$ cat src/rtl/serial_subtractor_pkg.sv
// ---------------------------------------------------------------------------
// serial_subtractor_pkg
//   Shared definitions for the bit-serial subtractor:
//     - ss_state_t        : controller state encoding (IDLE, RUN, DONE)
//     - SS_DEFAULT_WIDTH  : default operand length in bits
// ---------------------------------------------------------------------------
package serial_subtractor_pkg;

    localparam int SS_DEFAULT_WIDTH = 8;

    typedef enum logic [1:0] {
        IDLE = 2'd0,
        RUN  = 2'd1,
        DONE = 2'd2
    } ss_state_t;

endpackage

$ cat src/rtl/serial_subtractor_full_subtractor.sv
// ---------------------------------------------------------------------------
// full_subtractor
//   One-bit combinational subtractor cell: computes a - b - bin.
//   Ports:
//     a, b  : minuend / subtrahend bit
//     bin   : incoming borrow
//     diff  : difference bit
//     bout  : outgoing borrow
// ---------------------------------------------------------------------------
module full_subtractor (
    input  logic a,
    input  logic b,
    input  logic bin,
    output logic diff,
    output logic bout
);

    assign diff = a ^ b ^ bin;
    assign bout = (~a & b) | (~(a ^ b) & bin);

endmodule

$ cat src/rtl/serial_subtractor.sv
// ---------------------------------------------------------------------------
// serial_subtractor
//   Bit-serial unsigned subtractor, LSB first. A start pulse in IDLE opens an
//   operation; WIDTH qualified bit pairs are then accepted (gaps allowed) and
//   the result is presented for one cycle in DONE.
//
//   Optional feature: define SERIAL_SUBTRACTOR_OVF_EN to add the ovf output
//   (two's-complement overflow of the completed subtraction).
//
//   Parameters:
//     WIDTH       operand length in bits (2..32)
//   Ports:
//     clk         clock, rising edge
//     rst         synchronous active-high reset
//     start       one-cycle request to begin (honoured in IDLE only)
//     bit_valid   qualifies a_bit / b_bit (honoured in RUN only)
//     a_bit,b_bit minuend / subtrahend bits, LSB first
//     busy        high while in RUN
//     diff_bit    registered difference bit
//     diff_valid  one-cycle strobe for diff_bit
//     diff_word   assembled difference, held after DONE
//     borrow_out  final borrow (1 = a < b unsigned), held after DONE
//     done        one-cycle completion pulse
//     ovf         (SERIAL_SUBTRACTOR_OVF_EN only) signed overflow, held
//
//   state | meaning
//   IDLE  | waiting for start; results of last operation held
//   RUN   | accepting bit pairs on bit_valid
//   DONE  | one-cycle completion, done asserted
// ---------------------------------------------------------------------------
module serial_subtractor
    import serial_subtractor_pkg::*;
#(
    parameter int WIDTH = SS_DEFAULT_WIDTH
) (
    input  logic             clk,
    input  logic             rst,
    input  logic             start,
    input  logic             bit_valid,
    input  logic             a_bit,
    input  logic             b_bit,
    output logic             busy,
    output logic             diff_bit,
    output logic             diff_valid,
    output logic [WIDTH-1:0] diff_word,
    output logic             borrow_out,
`ifdef SERIAL_SUBTRACTOR_OVF_EN
    output logic             ovf,
`endif
    output logic             done
);

    localparam int CW = $clog2(WIDTH);
    localparam logic [CW-1:0] CNT_LAST = CW'(WIDTH - 1);

    ss_state_t        state_q, state_d;
    logic [CW-1:0]    cnt_q, cnt_d;
    logic             borrow_q, borrow_d;
    logic             diff_bit_q, diff_bit_d;
    logic             diff_valid_q, diff_valid_d;
    logic [WIDTH-1:0] diff_word_q, diff_word_d;
    logic             borrow_out_q, borrow_out_d;
`ifdef SERIAL_SUBTRACTOR_OVF_EN
    logic             ovf_q, ovf_d;
`endif

    logic fs_diff;
    logic fs_bout;

    full_subtractor u_fs (
        .a    (a_bit),
        .b    (b_bit),
        .bin  (borrow_q),
        .diff (fs_diff),
        .bout (fs_bout)
    );

    always_comb begin
        state_d      = state_q;
        cnt_d        = cnt_q;
        borrow_d     = borrow_q;
        diff_bit_d   = diff_bit_q;
        diff_valid_d = 1'b0;
        diff_word_d  = diff_word_q;
        borrow_out_d = borrow_out_q;
`ifdef SERIAL_SUBTRACTOR_OVF_EN
        ovf_d        = ovf_q;
`endif
        unique case (state_q)
            IDLE: begin
                if (start) begin
                    state_d      = RUN;
                    cnt_d        = '0;
                    borrow_d     = 1'b0;
                    diff_word_d  = '0;
                    borrow_out_d = 1'b0;
`ifdef SERIAL_SUBTRACTOR_OVF_EN
                    ovf_d        = 1'b0;
`endif
                end
            end
            RUN: begin
                if (bit_valid) begin
                    diff_bit_d   = fs_diff;
                    diff_valid_d = 1'b1;
                    borrow_d     = fs_bout;
                    diff_word_d  = {fs_diff, diff_word_q[WIDTH-1:1]};
                    if (cnt_q == CNT_LAST) begin
                        // Final pair: latch result flags; counter stays put.
                        state_d      = DONE;
                        borrow_out_d = fs_bout;
`ifdef SERIAL_SUBTRACTOR_OVF_EN
                        ovf_d        = (a_bit ^ b_bit) & (a_bit ^ fs_diff);
`endif
                    end else begin
                        cnt_d = cnt_q + 1'b1;
                    end
                end
            end
            DONE: begin
                state_d = IDLE;
            end
            default: begin
                state_d = IDLE;
            end
        endcase
    end

    always_ff @(posedge clk) begin
        if (rst) begin
            state_q      <= IDLE;
            cnt_q        <= '0;
            borrow_q     <= 1'b0;
            diff_bit_q   <= 1'b0;
            diff_valid_q <= 1'b0;
            diff_word_q  <= '0;
            borrow_out_q <= 1'b0;
`ifdef SERIAL_SUBTRACTOR_OVF_EN
            ovf_q        <= 1'b0;
`endif
        end else begin
            state_q      <= state_d;
            cnt_q        <= cnt_d;
            borrow_q     <= borrow_d;
            diff_bit_q   <= diff_bit_d;
            diff_valid_q <= diff_valid_d;
            diff_word_q  <= diff_word_d;
            borrow_out_q <= borrow_out_d;
`ifdef SERIAL_SUBTRACTOR_OVF_EN
            ovf_q        <= ovf_d;
`endif
        end
    end

    assign busy       = (state_q == RUN);
    assign done       = (state_q == DONE);
    assign diff_bit   = diff_bit_q;
    assign diff_valid = diff_valid_q;
    assign diff_word  = diff_word_q;
    assign borrow_out = borrow_out_q;
`ifdef SERIAL_SUBTRACTOR_OVF_EN
    assign ovf        = ovf_q;
`endif

endmodule

$ cat config.mk
export PLATFORM = sky130hd
export DESIGN_NAME = serial_subtractor
export DESIGN_NICKNAME = d
export VERILOG_FILES = /design/src/rtl/serial_subtractor_pkg.sv /design/src/rtl/serial_subtractor_full_subtractor.sv /design/src/rtl/serial_subtractor.sv
export SDC_FILE = /design/constraint.sdc
export NUM_CORES = 1
export LEC_CHECK = 0
export CAP_MARGIN = 20
export CORE_UTILIZATION = 42
export CTS_CLUSTER_SIZE = 16
export DETAILED_ROUTE_END_ITERATION = 6
export GPL_TIMING_DRIVEN = 0
export HOLD_SLACK_MARGIN = 0.12
export PLACE_DENSITY = 0.74
export SLEW_MARGIN = 20
export SYNTH_ARGS = -nofsm -noshare
export SYNTH_HDL_FRONTEND = slang
export SYNTH_HIERARCHICAL = 1
export SYNTH_SLANG_ARGS = --single-unit
$ cat constraint.sdc
create_clock -name clk -period 1.3 [get_ports clk]
set_clock_uncertainty 0.1 [all_clocks]
set_input_delay 0.13 -clock clk [delete_from_list [all_inputs] [get_ports clk]]
set_output_delay 0.13 -clock clk [all_outputs]
set_load 0.01 [all_outputs]
==> metrics.txt, run 1 <==
mean post-synth cell area=10.3 sq um; via count of the first global-routing pass=574; complex-gate fraction of the synthesized area=19.9%; proportion of synthesized flip-flops having asynchronous set or reset=0%; library cells used by synthesis=30; HPWL after DPL=1030 um; largest fanout of any net on the critical path=5; initial antenna violation count=0; fill cell total of the finished layout=141; DR iter-0 viols=11; Synthesis Warnings=6; post-route fraction of the period consumed by the critical path=102%; Syn Nets=83; sequential cell area fraction in the yosys report=44.7%; Synth area leader=sky130_fd_sc_hd__dfxtp_1; data arrival time of the critical path=1.42 ns; largest family of logic cells by synthesized area=compound AO/OA/AOI/OAI gates; reg2reg path depth=5; stages on the worst setup path=5; DRT Pass-1 Iters=5; fraction of post-synthesis cell area in the top cell type by area=44.7%; maximum root-to-sink buffer count=2; critical path capture point type=flip-flop; Sinks on Clock Net=17; Setup violations, final=6; global router's overall resource usage=17.1%; Cells on Worst Hold Path=2; area of the core=1710 sq um; max-capacitance violation count=0; # H-tree levels=1; Post-synth EDFFs=0; status=finished with violations; Worst-Skew Late Latency=0.29 ns; number of remaining DRC errors=0; critical path required time=1.39 ns; die span in x=44.6 um; cells along the critical path=ha_4, ha_4, nand4bb_4, o211ai_1, a21oi_2; top_reg_cell synth=sky130_fd_sc_hd__dfxtp_1; drt total wl=1670 um; grt total ovfl=0; peak ir drop on the vdd network=0.000740 V; largest net degree at the start of global routing=11; max-slew violation count=0; initial core utilization=44.6%; leading post-synthesis cells by instance count=sky130_fd_sc_hd__dfxtp_1 (17), sky130_fd_sc_hd__nand2_1 (9), sky130_fd_sc_hd__inv_1 (6), sky130_fd_sc_hd__o22ai_1 (6); Power per Cell Area=863 nW/um^2; wire per inst=13.1 um; vertical die dimension=44.6 um; critical path's largest stage delay=0.37 ns; Setup TNS Final=-0.131 ns; setup repair after global routing missed its margin=true; slew of the pin with the lowest slew margin=0.361 ns; Layout Nets=112; achievable clock frequency=0.751 GHz; number of nets with antenna violations after routing=0; critical-path cell with the highest stage delay=sky130_fd_sc_hd__dfxtp_4; placer's final routability congestion estimate=0.742; area of the mapped netlist=762 sq um; kind of critical path=flip-flop to flip-flop; final number of hold-violating endpoints=0; number of primary I/O pins=19; WP buf/inv=0; multiplexer share of the synthesized area=3.12%; cell with the most instances on the worst path=sky130_fd_sc_hd__ha_4; number of cells produced by synthesis=74; via/cell ratio=5.09; class of the tightest hold or removal check=input port to flip-flop; layout overhead on the synthesized area=46.6%; clock transition time at the flip-flop clock pins of the worst setup and hold paths=0.10 ns; violated checks=setup timing; flip-flop and latch count after synthesis=17; Antenna Cells=0; total via count in the routed design=647; synth top area cells=sky130_fd_sc_hd__dfxtp_1 (45%), sky130_fd_sc_hd__o32ai_2 (6.4%), sky130_fd_sc_hd__o22ai_1 (4.9%), sky130_fd_sc_hd__nand2_1 (4.4%), sky130_fd_sc_hd__buf_6 (4.4%); cell at the root of the clock tree=sky130_fd_sc_hd__clkbuf_4; Simple-Gate Fraction of Synth Area=17.2%; fraction of layout instances using a drive strength above 1=40.2%; global-route wire length before repair=2460 um; leakage component of the power=0.482 nW; input/output buffers=17; count of standard-cell rows=15; minimum setup slack in the final design=-0.0323 ns; min cycle time layout=1.33 ns; clock tree from TritonCTS=built; xor/xnor share of the synthesized area=0%; startpoint types=flip-flop; most frequently used cell type in the post-synthesis netlist=sky130_fd_sc_hd__dfxtp_1; area of the die=1990 sq um; CP top delay family=flip-flops; Adder-Cell Fraction of Synth Area=5.91%; post-route total power=0.965 mW; worst relative slew slack=75.8%; clock buffer count from CTS=3
## report_power, final
group	leakage (nW)	switching (mW)	internal [mW]	total, mW
registers	0.140	0.00685	0.530	0.537
clock network	0.0150	0.159	0.119	0.279
logic	0.327	0.0782	0.0705	0.149
total	0.482	0.244	0.720	0.965
## per-layer routing
layer / vias to the layer above / track usage, % / share of wire, %
met5: - / 0 / 0
met4: 0 / 7.27 / 2.2
met3: 4 / 2.45 / 5.6
met2: 24 / 28.8 / 50
met1: 297 / 21.8 / 42
li1: 322 / - / -
## cell type report
| cell class | count | area [sq um] | area share [%] |
|---|---|---|---|
| tap | 25 | 31.3 | 2.80 |
| buffer | 5 | 47.5 | 4.26 |
| timing repair buffer | 24 | 196 | 17.6 |
| sequential | 17 | 349 | 31.2 |
| clock buffer | 4 | 26.3 | 2.35 |
| multi-input combinational | 45 | 440 | 39.4 |
| inverter | 7 | 26.3 | 2.35 |
## worst paths after layout
check                    start      endpoint  slack (ns)
setup / recovery      cnt_q[0]      cnt_q[2]       -0.03
hold / removal             rst      cnt_q[2]        0.04
setup reg to reg      cnt_q[0]      cnt_q[2]       -0.03
hold reg to reg   diff_word[0]  diff_word[0]        0.40
## through the flow
| step | cell area (sq um) | cells | hold WS, ns | util (%) | worst slack (ns) |
|---|---|---|---|---|---|
| 2_1_floorplan | 781 | 74 | 0.180 | - | -0.00323 |
| 5_1_grt | 1120 | 127 | 0.0616 | 65.4 | -0.0996 |
| 3_5_place_dp | 982 | 116 | 0.362 | 57.5 | -0.351 |
| 6_report | 1120 | 127 | 0.0406 | 65.4 | -0.0323 |
| 4_1_cts | 1050 | 124 | 0.0533 | 61.6 | -0.0498 |
| 3_3_place_gp | 982 | 116 | 0.357 | 57.5 | -0.355 |
## cells in the final DEF, fill, tap and decap left out, drive strengths merged, types with 2 or more instances in the layout
master,Yosys,routed
dfxtp,17,17
buf,5,14
dlygate4sd2,0,11
nand2,9,9
inv,7,7
o22ai,6,6
clkdlybuf4s50,0,4
clkbuf,0,4
o32ai,3,3
nor2b,3,3
nor2,3,3
o2111ai,2,2
ha,2,2
mux2i,2,2
o21ai,2,2
## timing repair
action,in CTS,in global routing
hold endpoints to repair,8,4
pin swaps,6,6
cloned,0,1
endpoints found under the setup margin,18,14
buffers inserted,4,2
gates resized for setup,30,11
## state kept, by name (all words and copies together) (netlist names)
register    count
diff_bit        1
diff_valid      1
borrow_q        1
cnt_q           3
borrow_out      1
diff_word       8
state_q         2
## kinds of logic (layout without fill, tap and decap cells)
family / after synthesis / in the layout
flops: 17 / 17
simple gates: 22 / 22
fa+ha+maj: 3 / 3
buf+inv: 12 / 40
mux: 2 / 2
compound gates: 18 / 18
(Power assumes the default switching activity.)
==> run 2, diff against run 1 <==
- ABC_AREA: not set -> 1
- CORE_UTILIZATION: 42 -> 41
- PLACE_DENSITY: 0.74 -> 0.73
==> metrics.txt, run 2 <==
crit path capture=cnt_q[2] (unchanged); number of nets with antenna violations after routing=0 (unchanged); placer's final routability congestion estimate=0.696 (was 0.742); Layout Nets=122 (was 112); kind of critical path=flip-flop to flip-flop (unchanged); maximum root-to-sink buffer count=2 (unchanged); Antenna Cells=0 (unchanged); post-place instance area=926 sq um (was 982 sq um); sequential cell area fraction in the yosys report=46.7% (was 44.7%); flip-flop and latch count after synthesis=17 (unchanged); worst r2r dst=cnt_q[2] (unchanged); Worst-Skew Late Latency=0.28 ns (was 0.29 ns); cell at the root of the clock tree=sky130_fd_sc_hd__clkbuf_4 (unchanged); Synth area leader=sky130_fd_sc_hd__dfxtp_1 (unchanged); worst relative slew slack=81.3% (was 75.8%); Synthesis Warnings=6 (unchanged); status=finished with violations (unchanged); Post-Place Setup Slack=-0.372 ns (was -0.351 ns); clock buffer count from CTS=3 (unchanged); startpoint types=flip-flop (unchanged); Adder-Cell Fraction of Synth Area=6.17% (was 5.91%); achievable clock frequency=0.738 GHz (was 0.751 GHz); initial antenna violation count=0 (unchanged); Post-synth EDFFs=0 (unchanged); area of the core=1580 sq um (was 1710 sq um); min cycle time layout=1.35 ns (was 1.33 ns); input/output buffers=17 (unchanged); proportion of synthesized flip-flops having asynchronous set or reset=0% (unchanged); cell with the most instances on the worst path=sky130_fd_sc_hd__ha_4 (unchanged); Setup violations, final=3 (was 6); area of the mapped netlist=729 sq um (was 762 sq um); global router's overall resource usage=16.2% (was 17.1%); critical path startpoint=cnt_q[0] (unchanged); class of the tightest hold or removal check=input port to flip-flop (unchanged); final number of hold-violating endpoints=0 (unchanged); cells along the critical path=ha_4, ha_4, a21oi_4, nand3_2, a21oi_1, nor2_1 (was ha_4, ha_4, nand4bb_4, o211ai_1, a21oi_2); HPWL after DPL=1090 um (was 1030 um); end-of-flow core utilization=65.2% (was 65.4%); Syn Nets=96 (was 83); multiplexer share of the synthesized area=0% (was 3.12%); post-route total power=0.966 mW (was 0.965 mW); critical path required time=1.39 ns (about the same); initial core utilization=46.3% (was 44.6%); max-slew violation count=0 (unchanged); Setup TNS Final=-0.0973 ns (was -0.131 ns); count of standard-cell rows=14 (was 15); largest fanout of any net on the critical path=4 (was 5); top_reg_cell synth=sky130_fd_sc_hd__dfxtp_1 (unchanged); clock tree from TritonCTS=built (unchanged); post-route cell area=1030 sq um (was 1120 sq um); area of the die=1950 sq um (was 1990 sq um); Power per Cell Area=939 nW/um^2 (was 863 nW/um^2); critical path's largest stage delay=0.35 ns (was 0.37 ns); leading post-synthesis cells by instance count=sky130_fd_sc_hd__nand2_1 (18), sky130_fd_sc_hd__dfxtp_1 (17), sky130_fd_sc_hd__inv_1 (10) (was sky130_fd_sc_hd__dfxtp_1 (17), sky130_fd_sc_hd__nand2_1 (9), sky130_fd_sc_hd__inv_1 (6), sky130_fd_sc_hd__o22ai_1 (6)); # H-tree levels=1 (unchanged); mean post-synth cell area=8.38 sq um (was 10.3 sq um); DRT Pass-1 Iters=6 (was 5); via/cell ratio=5.21 (was 5.09); xor/xnor share of the synthesized area=0% (unchanged); most frequently used cell type in the post-synthesis netlist=sky130_fd_sc_hd__nand2_1 (was sky130_fd_sc_hd__dfxtp_1); number of cells produced by synthesis=87 (was 74); fill cell total of the finished layout=152 (was 141); library cells used by synthesis=22 (was 30); critical path capture point type=flip-flop (unchanged); largest net degree at the start of global routing=11 (unchanged); violated checks=setup timing (unchanged); die span in x=44.2 um (was 44.6 um); total via count in the routed design=667 (was 647); reg-to-reg startpoint=cnt_q[0] (unchanged); max-capacitance violation count=0 (unchanged); leakage component of the power=0.462 nW (was 0.482 nW); post-route fraction of the period consumed by the critical path=104% (was 102%); data arrival time of the critical path=1.44 ns (was 1.42 ns); setup slack of the worst register-to-register path=-0.05 ns (was -0.03 ns); via count of the first global-routing pass=596 (was 574); grt total ovfl=0 (unchanged); global-route wire length before repair=2350 um (was 2460 um); max reg flops=8 (unchanged); slew of the pin with the lowest slew margin=0.278 ns (was 0.361 ns); peak ir drop on the vdd network=0.000565 V (was 0.000740 V); reg2reg path depth=6 (was 5); wire per inst=12.4 um (was 13.1 um); most used cells in the layout excluding fill and tap cells=sky130_fd_sc_hd__nand2_1 (18), sky130_fd_sc_hd__dfxtp_1 (12), sky130_fd_sc_hd__dlygate4sd2_1 (11) (was sky130_fd_sc_hd__dfxtp_1 (12), sky130_fd_sc_hd__dlygate4sd2_1 (11), sky130_fd_sc_hd__nand2_1 (9)); Sinks on Clock Net=17 (unchanged); fraction of layout instances using a drive strength above 1=33.9% (was 40.2%); number of primary I/O pins=19 (unchanged); DR iter-0 viols=17 (was 11); clock transition time at the flip-flop clock pins of the worst setup and hold paths=0.10 ns (about the same); layout overhead on the synthesized area=41.0% (was 46.6%); complex-gate fraction of the synthesized area=13.9% (was 19.9%); critical-path cell with the highest stage delay=sky130_fd_sc_hd__dfxtp_2 (was sky130_fd_sc_hd__dfxtp_4); Simple-Gate Fraction of Synth Area=25.2% (was 17.2%); minimum setup slack in the final design=-0.0546 ns (was -0.0323 ns); setup repair after global routing missed its margin=true (unchanged); drt total wl=1590 um (was 1670 um); largest family of logic cells by synthesized area=simple AND/OR/NAND/NOR gates (was compound AO/OA/AOI/OAI gates); vertical die dimension=44.2 um (was 44.6 um); synth top area cells=sky130_fd_sc_hd__dfxtp_1 (47%), sky130_fd_sc_hd__nand2_1 (9.3%), sky130_fd_sc_hd__a21oi_1 (6.2%), sky130_fd_sc_hd__inv_1 (5.1%), sky130_fd_sc_hd__o22ai_1 (5.1%) (was sky130_fd_sc_hd__dfxtp_1 (45%), sky130_fd_sc_hd__o32ai_2 (6.4%), sky130_fd_sc_hd__o22ai_1 (4.9%), sky130_fd_sc_hd__nand2_1 (4.4%), sky130_fd_sc_hd__buf_6 (4.4%)); fraction of post-synthesis cell area in the top cell type by area=46.7% (was 44.7%); number of remaining DRC errors=0 (unchanged); commonest non-fill, non-tap cell in the layout=sky130_fd_sc_hd__nand2_1 (was sky130_fd_sc_hd__dfxtp_1)
==> run 2: how the worst min path moves through the flow <==
stage                from         end  slack (ns)  cells past startpoint
detailed placement    rst  borrow_out        0.31                      2
finish              start  state_q[0]        0.33                      3
floorplan           start  state_q[0]        0.18                      2
CTS                 start  state_q[0]        0.32                      3
global route        start  state_q[0]        0.37                      3
global placement      rst  borrow_out        0.30                      2
==> run 2: area by class of cell <==
type,count,area [sq um],area share [%]
tap,16,20.0,1.95
clock buffer,3,22.5,2.19
multi-input combinational,56,385,37.5
clock inverter,1,5.00,0.487
timing repair buffer,21,179,17.4
buffer,1,7.51,0.730
inverter,13,57.6,5.60
sequential,17,352,34.2
==> run 2: report_power, final <==
group | internal, mW | switching [mW]
clock network | 0.114 | 0.169
logic | 0.0573 | 0.0802
registers | 0.531 | 0.0144
==> run 2: repair_timing <==
action                     in CTS  in global routing
gates resized for setup        28                 14
buffers inserted                0                  3
gates cloned                    0                  0
setup endpoints to repair      24                 17
hold buffers                    1                  0
hold endpoints to repair        9                  0
pin swaps                       1                  5
==> run 2: logic make-up (layout without fill, tap and decap cells) <==
| family | after synthesis | in the layout |
|---|---|---|
| and+or+nand+nor | 35 | 35 |
| AOI/OAI and AO/OA | 18 | 18 |
| DFF | 17 | 17 |
| buffers and inverters | 14 | 39 |
| adders and majority gates | 3 | 3 |
==> run 2: stage by stage <==
step | std cells | hold slack (ns)
final | 128 | 0.330
after CTS | 125 | 0.324
after global placement | 120 | 0.304
after global routing | 128 | 0.368
after detailed placement | 120 | 0.306
after floorplan | 87 | 0.177
==> run 2: per-layer routing <==
layer | vias to the layer above | wire [um] | track usage, %
li1 | 339 | - | -
met1 | 316 | 741 | 19.5
met2 | 10 | 785 | 28.2
met3 | 2 | 46 | 2.45
met4 | 0 | 11 | 7.27
met5 | - | 0 | 0
==> run 2: worst max-delay path, delay by kind of cell, from the launching register on <==
kind	cells	cell delay, ns
fa+ha+maj	2	0.32
compound gates	2	0.32
simple gates	2	0.18
flops	1	0.35
